==> src/rtl/fetch_pc_seq_pkg.sv <==
// fetch_pc_seq_pkg: shared fetch-stage constants (FSM encoding, reset vector, PC step).
package fetch_pc_seq_pkg;
    localparam logic [1:0]  ST_REQ       = 2'd0;
    localparam logic [1:0]  ST_WAIT      = 2'd1;
    localparam logic [1:0]  ST_HOLD      = 2'd2;
    localparam logic [31:0] DEF_RESET_PC = 32'hBFC0_0000;
    localparam logic [31:0] PC_INC       = 32'd4;

    function automatic logic [31:0] next_pc(input logic [31:0] pc, input logic take, input logic [31:0] tgt);
        return take ? tgt : pc + PC_INC;
    endfunction
endpackage

==> src/rtl/fetch_pc_seq.sv <==
// fetch_pc_seq: fetch PC sequencer with one outstanding imem request, delay-slot
// redirect buffering and immediate exception redirect with response discard.
module fetch_pc_seq
    import fetch_pc_seq_pkg::*;
#(
    parameter logic [31:0] RESET_PC = DEF_RESET_PC
) (
    input  logic        clk,
    input  logic        resetn,
    output logic        inst_req,
    output logic [31:0] inst_addr,
    input  logic        inst_addr_ok,
    input  logic        inst_data_ok,
    input  logic [31:0] inst_rdata,
    input  logic        ds_allowin,
    output logic        fs_valid,
    output logic [31:0] fs_pc,
    output logic [31:0] fs_inst,
    input  logic        redir_valid,
    input  logic [31:0] redir_target,
    input  logic        ex_signal,
    input  logic [31:0] ex_addr
);
    logic [1:0]  state;
    logic [31:0] pc;
    logic        pend_valid;
    logic [31:0] pend_target;
    logic        discard;
    logic        ex_wait;

    assign inst_req  = state == ST_REQ;
    assign inst_addr = {pc[31:2], 2'b00};
    // an exception leaves a request in flight when it was just accepted or is still outstanding
    assign ex_wait   = (state == ST_REQ && inst_addr_ok) || (state == ST_WAIT && !inst_data_ok);

    always_ff @(posedge clk or negedge resetn) begin
        if (!resetn) begin
            state       <= ST_REQ;
            pc          <= RESET_PC;
            pend_valid  <= 1'b0;
            pend_target <= 32'd0;
            discard     <= 1'b0;
            fs_valid    <= 1'b0;
            fs_pc       <= 32'd0;
            fs_inst     <= 32'd0;
        end else if (ex_signal) begin
            pc         <= ex_addr;
            pend_valid <= 1'b0;
            fs_valid   <= 1'b0;
            discard    <= ex_wait;
            state      <= ex_wait ? ST_WAIT : ST_REQ;
        end else begin
            if (redir_valid) begin
                pend_valid  <= 1'b1;
                pend_target <= redir_target;
            end
            case (state)
                ST_REQ: if (inst_addr_ok) state <= ST_WAIT;
                ST_WAIT: if (inst_data_ok) begin
                    if (discard) begin
                        discard <= 1'b0;
                        state   <= ST_REQ;
                    end else begin
                        fs_pc    <= pc;
                        fs_inst  <= inst_rdata;
                        fs_valid <= 1'b1;
                        state    <= ST_HOLD;
                    end
                end
                ST_HOLD: if (ds_allowin) begin
                    // a redirect arriving in the delivery cycle still belongs after this delay slot
                    pc         <= next_pc(pc, redir_valid | pend_valid, redir_valid ? redir_target : pend_target);
                    pend_valid <= 1'b0;
                    fs_valid   <= 1'b0;
                    state      <= ST_REQ;
                end
                default: state <= ST_REQ;
            endcase
        end
    end
endmodule

==> config.mk <==
export PLATFORM = sky130hd
export DESIGN_NAME = fetch_pc_seq
export DESIGN_NICKNAME = d
export VERILOG_FILES = /design/src/rtl/fetch_pc_seq_pkg.sv /design/src/rtl/fetch_pc_seq.sv
export SDC_FILE = /design/constraint.sdc
export NUM_CORES = 1
export LEC_CHECK = 0
export BUFFER_PORTS_ARGS = -buffer_cell sky130_fd_sc_hd__buf_4
export CAP_MARGIN = 20
export CORE_MARGIN = 1.5
export CORE_UTILIZATION = 30
export DETAILED_ROUTE_END_ITERATION = 8
export GPL_TIMING_DRIVEN = 0
export PLACE_DENSITY_LB_ADDON = 0.15
export SLEW_MARGIN = 0
export SYNTH_ARGS = -nofsm -noshare
export SYNTH_HDL_FRONTEND = slang
export SYNTH_SLANG_ARGS = --single-unit
==> constraint.sdc <==
create_clock -name clk -period 2.2 [get_ports clk]
set_input_delay 0.22 -clock clk [delete_from_list [all_inputs] [get_ports clk]]
set_output_delay 0.22 -clock clk [all_outputs]
set_load 0.05 [all_outputs]
==> results of run 1 <==
[power groups by stage]
stage	Clock [mW]	Combinational, mW	Sequential, mW
global route	2.79	5.31	3.83
global placement	0	5.04	3.71
finish	2.59	5.06	3.72
floorplan	0	1.37	5.77
CTS	2.66	5.10	3.72
detailed placement	0	5.09	3.76
[per-layer routing]
| metal | part of all wire (%) | up-vias | GRT usage (%) |
|---|---|---|---|
| met5 | 0 | - | 0 |
| met4 | 2.2 | 0 | 7.38 |
| met3 | 8.2 | 29 | 4.04 |
| met2 | 46 | 250 | 29.5 |
| met1 | 43 | 2651 | 24.4 |
| li1 | - | 2529 | - |
[per-stage QoR]
| stage | instance area (sq um) | utilization [%] |
|---|---|---|
| floorplan | 6600 | - |
| global placement | 8430 | 38.9 |
| detailed placement | 8460 | 39.0 |
| CTS | 9040 | 41.7 |
| global route | 9060 | 41.8 |
| finish | 9060 | 41.8 |
[worst reg2reg max path: stages (launching register included)]
cell	delay, ns
dfrtp_1	0.38
clkbuf_1	0.24
nor2_2	0.59
clkbuf_2	0.43
o311ai_1	0.19
a22o_1	0.24
[synth_stat cells, drive strengths merged (7+ instances only)]
cell type	count	area share [%]
nand2	29	1.7
inv	13	0.74
a221o	11	1.7
dfrtp	124	47
mux2	96	16
clkbuf	22	1.3
nor2	17	1.0
mux2i	7	1.1
a21oi	25	1.9
dfstp	9	3.6
o221ai	12	1.6
nand3	20	1.8
o22ai	10	0.95
xnor2	7	0.93
o21ai	25	1.9
buf	45	4.8
nor4	11	1.7
nand4	11	1.5
[kinds of logic after synthesis]
kind of cell / count (synthesis)
xor+xnor: 13
mux: 103
flops: 133
buf+inv: 81
compound gates: 115
fa+ha+maj: 1
simple gates: 120
other cells: 1
[final timing paths]
kind | from | end
max in group asynchronous | resetn | pc[27]
min in group asynchronous | resetn | fs_inst[16]
worst max register to register | pend_valid | pc[13]
worst min-delay path | ex_addr[1] | pc[1]
worst min register to register | fs_pc[25] | fs_pc[25]
worst max-delay path | pend_valid | pc[13]
[registers in the layout (all words and copies together), names as in the netlist]
signal and cells:
fs_pc 32, fs_inst 32, fs_valid 1, pc 32
pend_target 32, discard 1, pend_valid 1, state 2
[repair_timing]
action | 4_1_cts | 5_1_grt
cloned | 0 | 0
hold endpoints to repair | 63 | 0
setup endpoints to repair | 22 | 57
resized for setup | 6 | 11
hold buffers | 3 | 0
[layout make-up]
class,instances,area [sq um],area share [%]
sequential,133,3340,36.9
multi-input combinational,354,2840,31.3
timing repair buffer,201,1540,17.0
clock buffer,17,425,4.69
buffer,67,408,4.50
tap,280,350,3.86
clock inverter,15,106,1.17
inverter,14,52.6,0.580
==> results.ini, run 1 <==
[global_route]
grt_pass1_vias = 5495
track_usage_pct = 18.5
grt_max_degree = 71
grt.overflow.total = 0
antenna_found_initial = 0
grt_first_pass_wirelength_mm = 31.3

[yosys]
async_reset_ff_share_pct = 100
synth-simple-area-share_pct = 10.9
synth_cell_types = 66
yosysSeqAreaShare_pct = 50.6
synth_edf_count = 0
ys_seq_elements = 133
yosysWarningCount = 0
synth_top_family_by_area = multiplexers
synth_compound_area_share_pct = 12.2
syn_area_per_cell_sq_um = 11.6
yosys.area_share.xor_xnor_pct = 1.73
synth_adder_area_share_pct = 0.190
synthesis.area_sq_um = 6600
synth_ff_type = dfrtp_1
netlist_instances = 567
synth.area.mux_share_pct = 17.4

[power_and_ir_drop]
p_int_mw = 6.42
irDropWorstVdd_mv = 0.674
power_density_nw_per_um2 = 1260
p_sw_mw = 4.96
p_leak_nw = 4.03
combPwrFrac_pct = 44.5
p_seq_share_pct = 32.7
totalPowerFinal_mw = 11.4
swShare_pct = 43.6
clockPowerShare_pct = 22.8

[setup_path]
worst-path-buf-inv = 2
cp-start-kind = flip-flop
critPathKind = reg2reg
crit_slowest_cell = nor2_2
worst_ep_arrival_time_ns = 2.47
critPathCaptureType = flip-flop
rrSetupSlack_ns = 0.04
required_ns = 2.51
max_stage_delay_ns = 0.58
rr_worst_depth = 5
crit_cells = 5
crit_fanout = 10
worst_path_dominant_cell_family = buffers and inverters
cp_cell_sequence = clkbuf_1 > nor2_2 > clkbuf_2 > o311ai_1 > a22o_1

[cells_and_area]
syn_to_final_growth_pct = 37.4
insertedDiodeCount = 0
final_cell_mix = buf_4, dfrtp_1, mux2_2, nand2_1, a21oi_1
final_common_cell = buf_4
layoutNonFillerInstCount = 1081
drive_gt1_share_pct = 50.7
finalNetCount = 892
num-fill-cells = 2110

[hold_path]
whs_path_depth = 3
hold_path_class = in2reg

[clock_tree]
cts_inserted_buffers = 17
cts_max_level = 4
cts_tree = built
root_buffer = clkbuf_16
cts_setup_buffers = 0
clkLatencyLatePin_ns = 0.43
cts_max_path_buffers = 2
clock_sinks = 133
clk_pin_slew_ns = 0.06

[timing]
worstMarginPinSlew_ns = 0.758
timing.final.crit_share_pct = 98.2
fin_skew_ns = 0.00990
setup_violations = 0
max-slew-margin-rel_pct = 49.5
rsz0062_at_grt = true
period_needed_ns = 2.16
holdWs_ns = 0.00806
clock.fmax_mhz = 463
drv_slew = 0
worst_slack_ns = 0.0392
setup_tns_ns = 0
hold_violations = 0

[placed_design]
post-place-cells = 1046
gp_congestion = 0.809
dp_slack_ns = -0.464
io_buffers = 197
dpl.hpwl_mm = 15.6

[die]
dieHeight_microns = 151
top_level_ports = 201
die_area_sq_um = 22900
coreArea_sq_um = 21700
die_w_microns = 151
start_util_pct = 30.4
std_cell_rows = 54

[routing]
wl_per_cell_microns = 19.4
firstDrtPassIters = 5
totalWireLength_mm = 21.0
num_vias = 5459
drcViolationCount = 0
antenna_left = 0
drt_iter0_drc = 318
vias_per_cell = 5.05

[run]
cap_violations = 0

[outcome]
status = finished clean

No activity file was read; power rests on OpenSTA's default activity.
==> inputs of run 2 (changes only) <==
==> constraint.sdc (replaced) <==
create_clock -name clk -period 2 [get_ports clk]
set_input_delay 0.2 -clock clk [delete_from_list [all_inputs] [get_ports clk]]
set_output_delay 0.2 -clock clk [all_outputs]
set_load 0.05 [all_outputs]
==> run 2 against run 1 <==
Against the previous run: first-iteration DRC count decreased by 9.7%; global-route usage increased by 0.20 points; utilization increased by 1.5 points.
==> results.ini, run 2 (synthesis results as in run 1) <==
[setup_path]
crit_slowest_cell = dfrtp_1
max_stage_delay_ns = 0.47
critPathKind = reg2reg
cp-start-kind = flip-flop
critPathCaptureType = flip-flop
worst_path_dominant_cell_family = simple AND/OR/NAND/NOR gates
cp_cell_sequence = and3_1 > nand4_2 > nor4_1 > o21ai_0 > o2bb2ai_1
worst-path-buf-inv = 0
required_ns = 2.35
worst_ep_arrival_time_ns = 2.30
crit_fanout = 8

[die]
top_level_ports = 201
coreArea_sq_um = 21700
std_cell_rows = 54
start_util_pct = 30.4
dieHeight_microns = 151
die_w_microns = 151
die_area_sq_um = 22900

[timing]
drv_slew = 0
holdWs_ns = 0.00586
timing.final.crit_share_pct = 97.5
max-slew-margin-rel_pct = 51.8
hold_violations = 0
clock.fmax_mhz = 513
rsz0062_at_grt = true
worstMarginPinSlew_ns = 0.724
setup_violations = 0
worst_slack_ns = 0.0499
period_needed_ns = 1.95
fin_skew_ns = 0.0110

[clock_tree]
clk_pin_slew_ns = 0.06
clock_sinks = 133
cts_tree = built
clkLatencyLatePin_ns = 0.43
cts_inserted_buffers = 17
cts_max_path_buffers = 2
root_buffer = clkbuf_16
cts_max_level = 4

[power_and_ir_drop]
p_seq_share_pct = 32.5
irDropWorstVdd_mv = 0.742
p_int_mw = 7.11
combPwrFrac_pct = 44.8
p_sw_mw = 5.47
totalPowerFinal_mw = 12.6
clockPowerShare_pct = 22.7
p_leak_nw = 4.19
swShare_pct = 43.5
power_density_nw_per_um2 = 1340

[global_route]
grt.overflow.total = 0
track_usage_pct = 18.7
antenna_found_initial = 0
grt_max_degree = 71
grt_first_pass_wirelength_mm = 31.7
grt_pass1_vias = 5585

[outcome]
status = finished clean

[cells_and_area]
insertedDiodeCount = 0
syn_to_final_growth_pct = 42.3
drive_gt1_share_pct = 52.1
finalNetCount = 919
final_cell_mix = buf_4, dfrtp_1, mux2_2, nand2_1
final_common_cell = buf_4
layoutNonFillerInstCount = 1108

[routing]
wl_per_cell_microns = 19.3
num_vias = 5558
totalWireLength_mm = 21.4
firstDrtPassIters = 6
drt_iter0_drc = 287
antenna_left = 0
drcViolationCount = 0
vias_per_cell = 5.02

[placed_design]
io_buffers = 197
dpl.hpwl_mm = 15.6
dp_slack_ns = -0.664
post-place-cells = 1046
gp_congestion = 0.809

[hold_path]
hold_path_class = in2reg

[run]
cap_violations = 0

==> run 2: power by group through the flow <==
stage	Clock [mW]	Combinational [mW]	Sequential, mW
after floorplan	0	1.51	6.35
after global placement	0	5.54	4.08
after detailed placement	0	5.60	4.14
after CTS	2.93	5.65	4.10
after global routing	3.06	5.91	4.21
final	2.85	5.64	4.09
==> run 2: final timing paths <==
kind                                   from     endpoint  slack, ns  cells past startpoint
worst max-delay path                  pc[8]       pc[29]       0.05                      5
worst min-delay path            ex_addr[15]       pc[15]      0.006                      2
worst max register to register        pc[8]       pc[29]       0.05                      5
worst min register to register    fs_pc[25]    fs_pc[25]       0.48                      2
max in group asynchronous            resetn       pc[27]       0.86                      3
min in group asynchronous            resetn  fs_inst[19]       0.31                      2
==> run 2: metal layers <==
metal	track usage [%]	vias up	wire length, microns	part of all wire [%]
met4	7.28	0	484	2.3
met1	24.3	2716	9330	44
li1	-	2573	-	-
met2	30.3	241	9860	46
met3	4.10	28	1680	7.9
met5	0	-	0	0
==> run 2: layout make-up <==
| class | instances | area, sq um |
|---|---|---|
| multi-input cells | 354 | 2880 |
| clock buffers | 17 | 425 |
| fillers | 2104 | 12300 |
| flip-flops and latches | 133 | 3350 |
| well taps | 280 | 350 |
| clock inverters | 15 | 106 |
| repair buffers | 229 | 1810 |
| inverters | 14 | 52.6 |
| plain buffers | 66 | 414 |
==> run 2: worst reg2reg max path, stage by stage, from the launching register on <==
cell and delay [ns]:
dfrtp_1 0.47, and3_1 0.33, nand4_2 0.30, nor4_1 0.47, o21ai_0 0.14, o2bb2ai_1 0.16
==> run 2: through the flow <==
step	utilization [%]	instance area, sq um	TNS (ns)
after global placement	38.9	8430	-10.69
after CTS	42.8	9280	0
after detailed placement	39.0	8460	-13.25
final	43.3	9390	0
after global routing	43.3	9390	-0.0243
after floorplan	-	6600	0
==> run 2: repair_timing <==
item / CTS / global route
endpoints found under the setup margin: 64 / 84
endpoints found under the hold margin: 83 / 2
hold buffers: 23 / 2
pin swaps: 0 / 2
gates resized for setup: 20 / 24
buffers inserted: 0 / 6
==> inputs of run 3 (changes only) <==
--- a/config.mk
+++ b/config.mk
@@ -7,8 +7,9 @@
 export LEC_CHECK = 0
 export BUFFER_PORTS_ARGS = -buffer_cell sky130_fd_sc_hd__buf_4
 export CAP_MARGIN = 20
-export CORE_MARGIN = 1.5
+export CORE_MARGIN = 8
 export CORE_UTILIZATION = 30
+export CTS_CLUSTER_SIZE = 28
 export DETAILED_ROUTE_END_ITERATION = 8
 export GPL_TIMING_DRIVEN = 0
 export PLACE_DENSITY_LB_ADDON = 0.15
==> run 3 against run 2 <==
Against the previous run: first-iteration DRC count up 3.1%; critical path depth unchanged; utilization down 0.36 points; combinational power about the same; clock skew down 0.00092 ns; register-to-register slack better by 0.04 ns; sequential cell count unchanged; global-route usage down 2.1 points; wire length up 5.8%; die area up 18%; power up 3.4%; hold slack better by 0.011 ns; critical path type unchanged; critical endpoint is now pc[30]; highest routed layer unchanged.
==> results.ini, run 3 (synthesis results as in run 1) <==
[clock_tree]
cts_max_path_buffers = 2
cts_inserted_buffers = 17
root_buffer = clkbuf_16
clock_sinks = 133
clkLatencyLatePin_ns = 0.42
cts_tree = built
clk_pin_slew_ns = 0.06
cts_max_level = 4

[global_route]
grt_pass1_vias = 5954
antenna_found_initial = 0
grt_first_pass_wirelength_mm = 34.1
grt.overflow.total = 0
track_usage_pct = 16.6
grt_max_degree = 76

[die]
top_level_ports = 201
die_area_sq_um = 27000
dieHeight_microns = 164
die_w_microns = 164
start_util_pct = 30.4
std_cell_rows = 54
coreArea_sq_um = 21700

[timing]
drv_slew = 0
holdWs_ns = 0.0167
worst_slack_ns = 0.0873
timing.final.crit_share_pct = 95.6
period_needed_ns = 1.91
hold_violations = 0
max-slew-margin-rel_pct = 50.9
fin_skew_ns = 0.0101
clock.fmax_mhz = 523
setup_violations = 0
worstMarginPinSlew_ns = 0.737

[routing]
num_vias = 5478
drt_iter0_drc = 296
firstDrtPassIters = 5
antenna_left = 0
wl_per_cell_microns = 20.7
drcViolationCount = 0
vias_per_cell = 5.02
totalWireLength_mm = 22.6

[cells_and_area]
num-fill-cells = 2067
finalNetCount = 903
design_area_sq_um = 9310
final_cell_mix = buf_4, dfrtp_1, mux2_2, nand2_1, a21oi_1
drive_gt1_share_pct = 52.9
final_common_cell = buf_4
syn_to_final_growth_pct = 41.1

[outcome]
status = finished clean

[placed_design]
io_buffers = 197
dp_slack_ns = -0.621
gp_congestion = 0.787
dpl.hpwl_mm = 17.0
place_area_sq_um = 8460

[setup_path]
critPathCaptureType = flip-flop
crit_slowest_cell = or2_2
rrSetupSlack_ns = 0.09
cp-start-kind = flip-flop
max_stage_delay_ns = 0.42
worst_path_dominant_cell_family = simple AND/OR/NAND/NOR gates
worst-path-buf-inv = 2
crit_fanout = 10
worst_ep_arrival_time_ns = 2.20
critPathKind = reg2reg
cp_cell_sequence = clkbuf_1 > or2_2 > clkbuf_2 > nor2_4 > a211oi_1
required_ns = 2.28

[power_and_ir_drop]
power_density_nw_per_um2 = 1400
irDropWorstVdd_mv = 0.703
p_leak_nw = 4.16

[run]
cap_violations = 0

[hold_path]
hold_path_class = in2reg

-- run 3: cell types whose count changed in the layout (fill, tap and decap cells not counted), sizes merged --
| cell | before | now |
|---|---|---|
| inv | 17 | 13 |
| dlygate4sd3 | 25 | 10 |
| buf | 251 | 250 |
| clkinv | 7 | 9 |
| diode | 0 | 1 |
| bufinv | 0 | 4 |
| clkinvlp | 5 | 2 |
-- run 3: layer usage --
layer / share of wire, % / global-route usage [%] / up-vias
met5: 0 / 0 / -
met4: 1.9 / 6.40 / 0
met3: 8.6 / 5.49 / 24
met2: 46 / 26.4 / 211
met1: 43 / 20.6 / 2702
li1: - / - / 2541
-- run 3: path summary, 6_finish.rpt --
check,startpoint,end,depth (start not counted)
worst min-delay path,inst_rdata[4],fs_inst[4],2
worst max-delay path,pend_valid,pc[30],5
max in group asynchronous,resetn,state[0],3
worst min register to register,fs_pc[25],fs_pc[25],2
min in group asynchronous,resetn,fs_inst[16],2
worst max register to register,pend_valid,pc[30],5
-- run 3: timing repair --
item / 4_1_cts / 5_1_grt
gates cloned: 0 / 0
hold buffers: 8 / 2
buffers inserted: 1 / 4
pin swaps: 0 / 3
endpoints found under the setup margin: 85 / 80
endpoints found under the hold margin: 58 / 2
gates resized for setup: 21 / 23
-- run 3: final cells by class --
type	instances	area [sq um]	share of cell area, %
flip-flops and latches	133	3350	36.0
multi-input cells	354	2880	30.9
repair buffers	213	1650	17.7
clock buffers	17	425	4.57
plain buffers	66	418	4.49
well taps	280	350	3.76
clock inverters	14	186	2.00
inverters	14	52.6	0.565
diodes	1	2.50	0.0269
-- run 3: worst register-to-register path, cell delays in order (launching register included) --
cell and delay, ns:
dfrtp_1 0.38, clkbuf_1 0.26, or2_2 0.42, clkbuf_2 0.25, nor2_4 0.34, a211oi_1 0.13
-- run 3: where the power goes --
group          switching [mW]  internal [mW]  leakage, nW  total [mW]
Sequential              0.534           3.56         1.57        4.10
Combinational            3.71           1.94         2.29        5.65
Clock                    1.19           2.07        0.298        3.26
-- run 3: through the flow --
step                utilization, %  TNS [ns]  total power, mW  cells
floorplan                        -         0             7.86    568
global placement              38.9    -11.12             9.68   1045
detailed placement            39.0    -13.94             9.81   1046
CTS                           42.5         0             13.2   1085
global route                  42.9  -0.00300             13.6   1091
finish                        42.9         0             13.0   1092
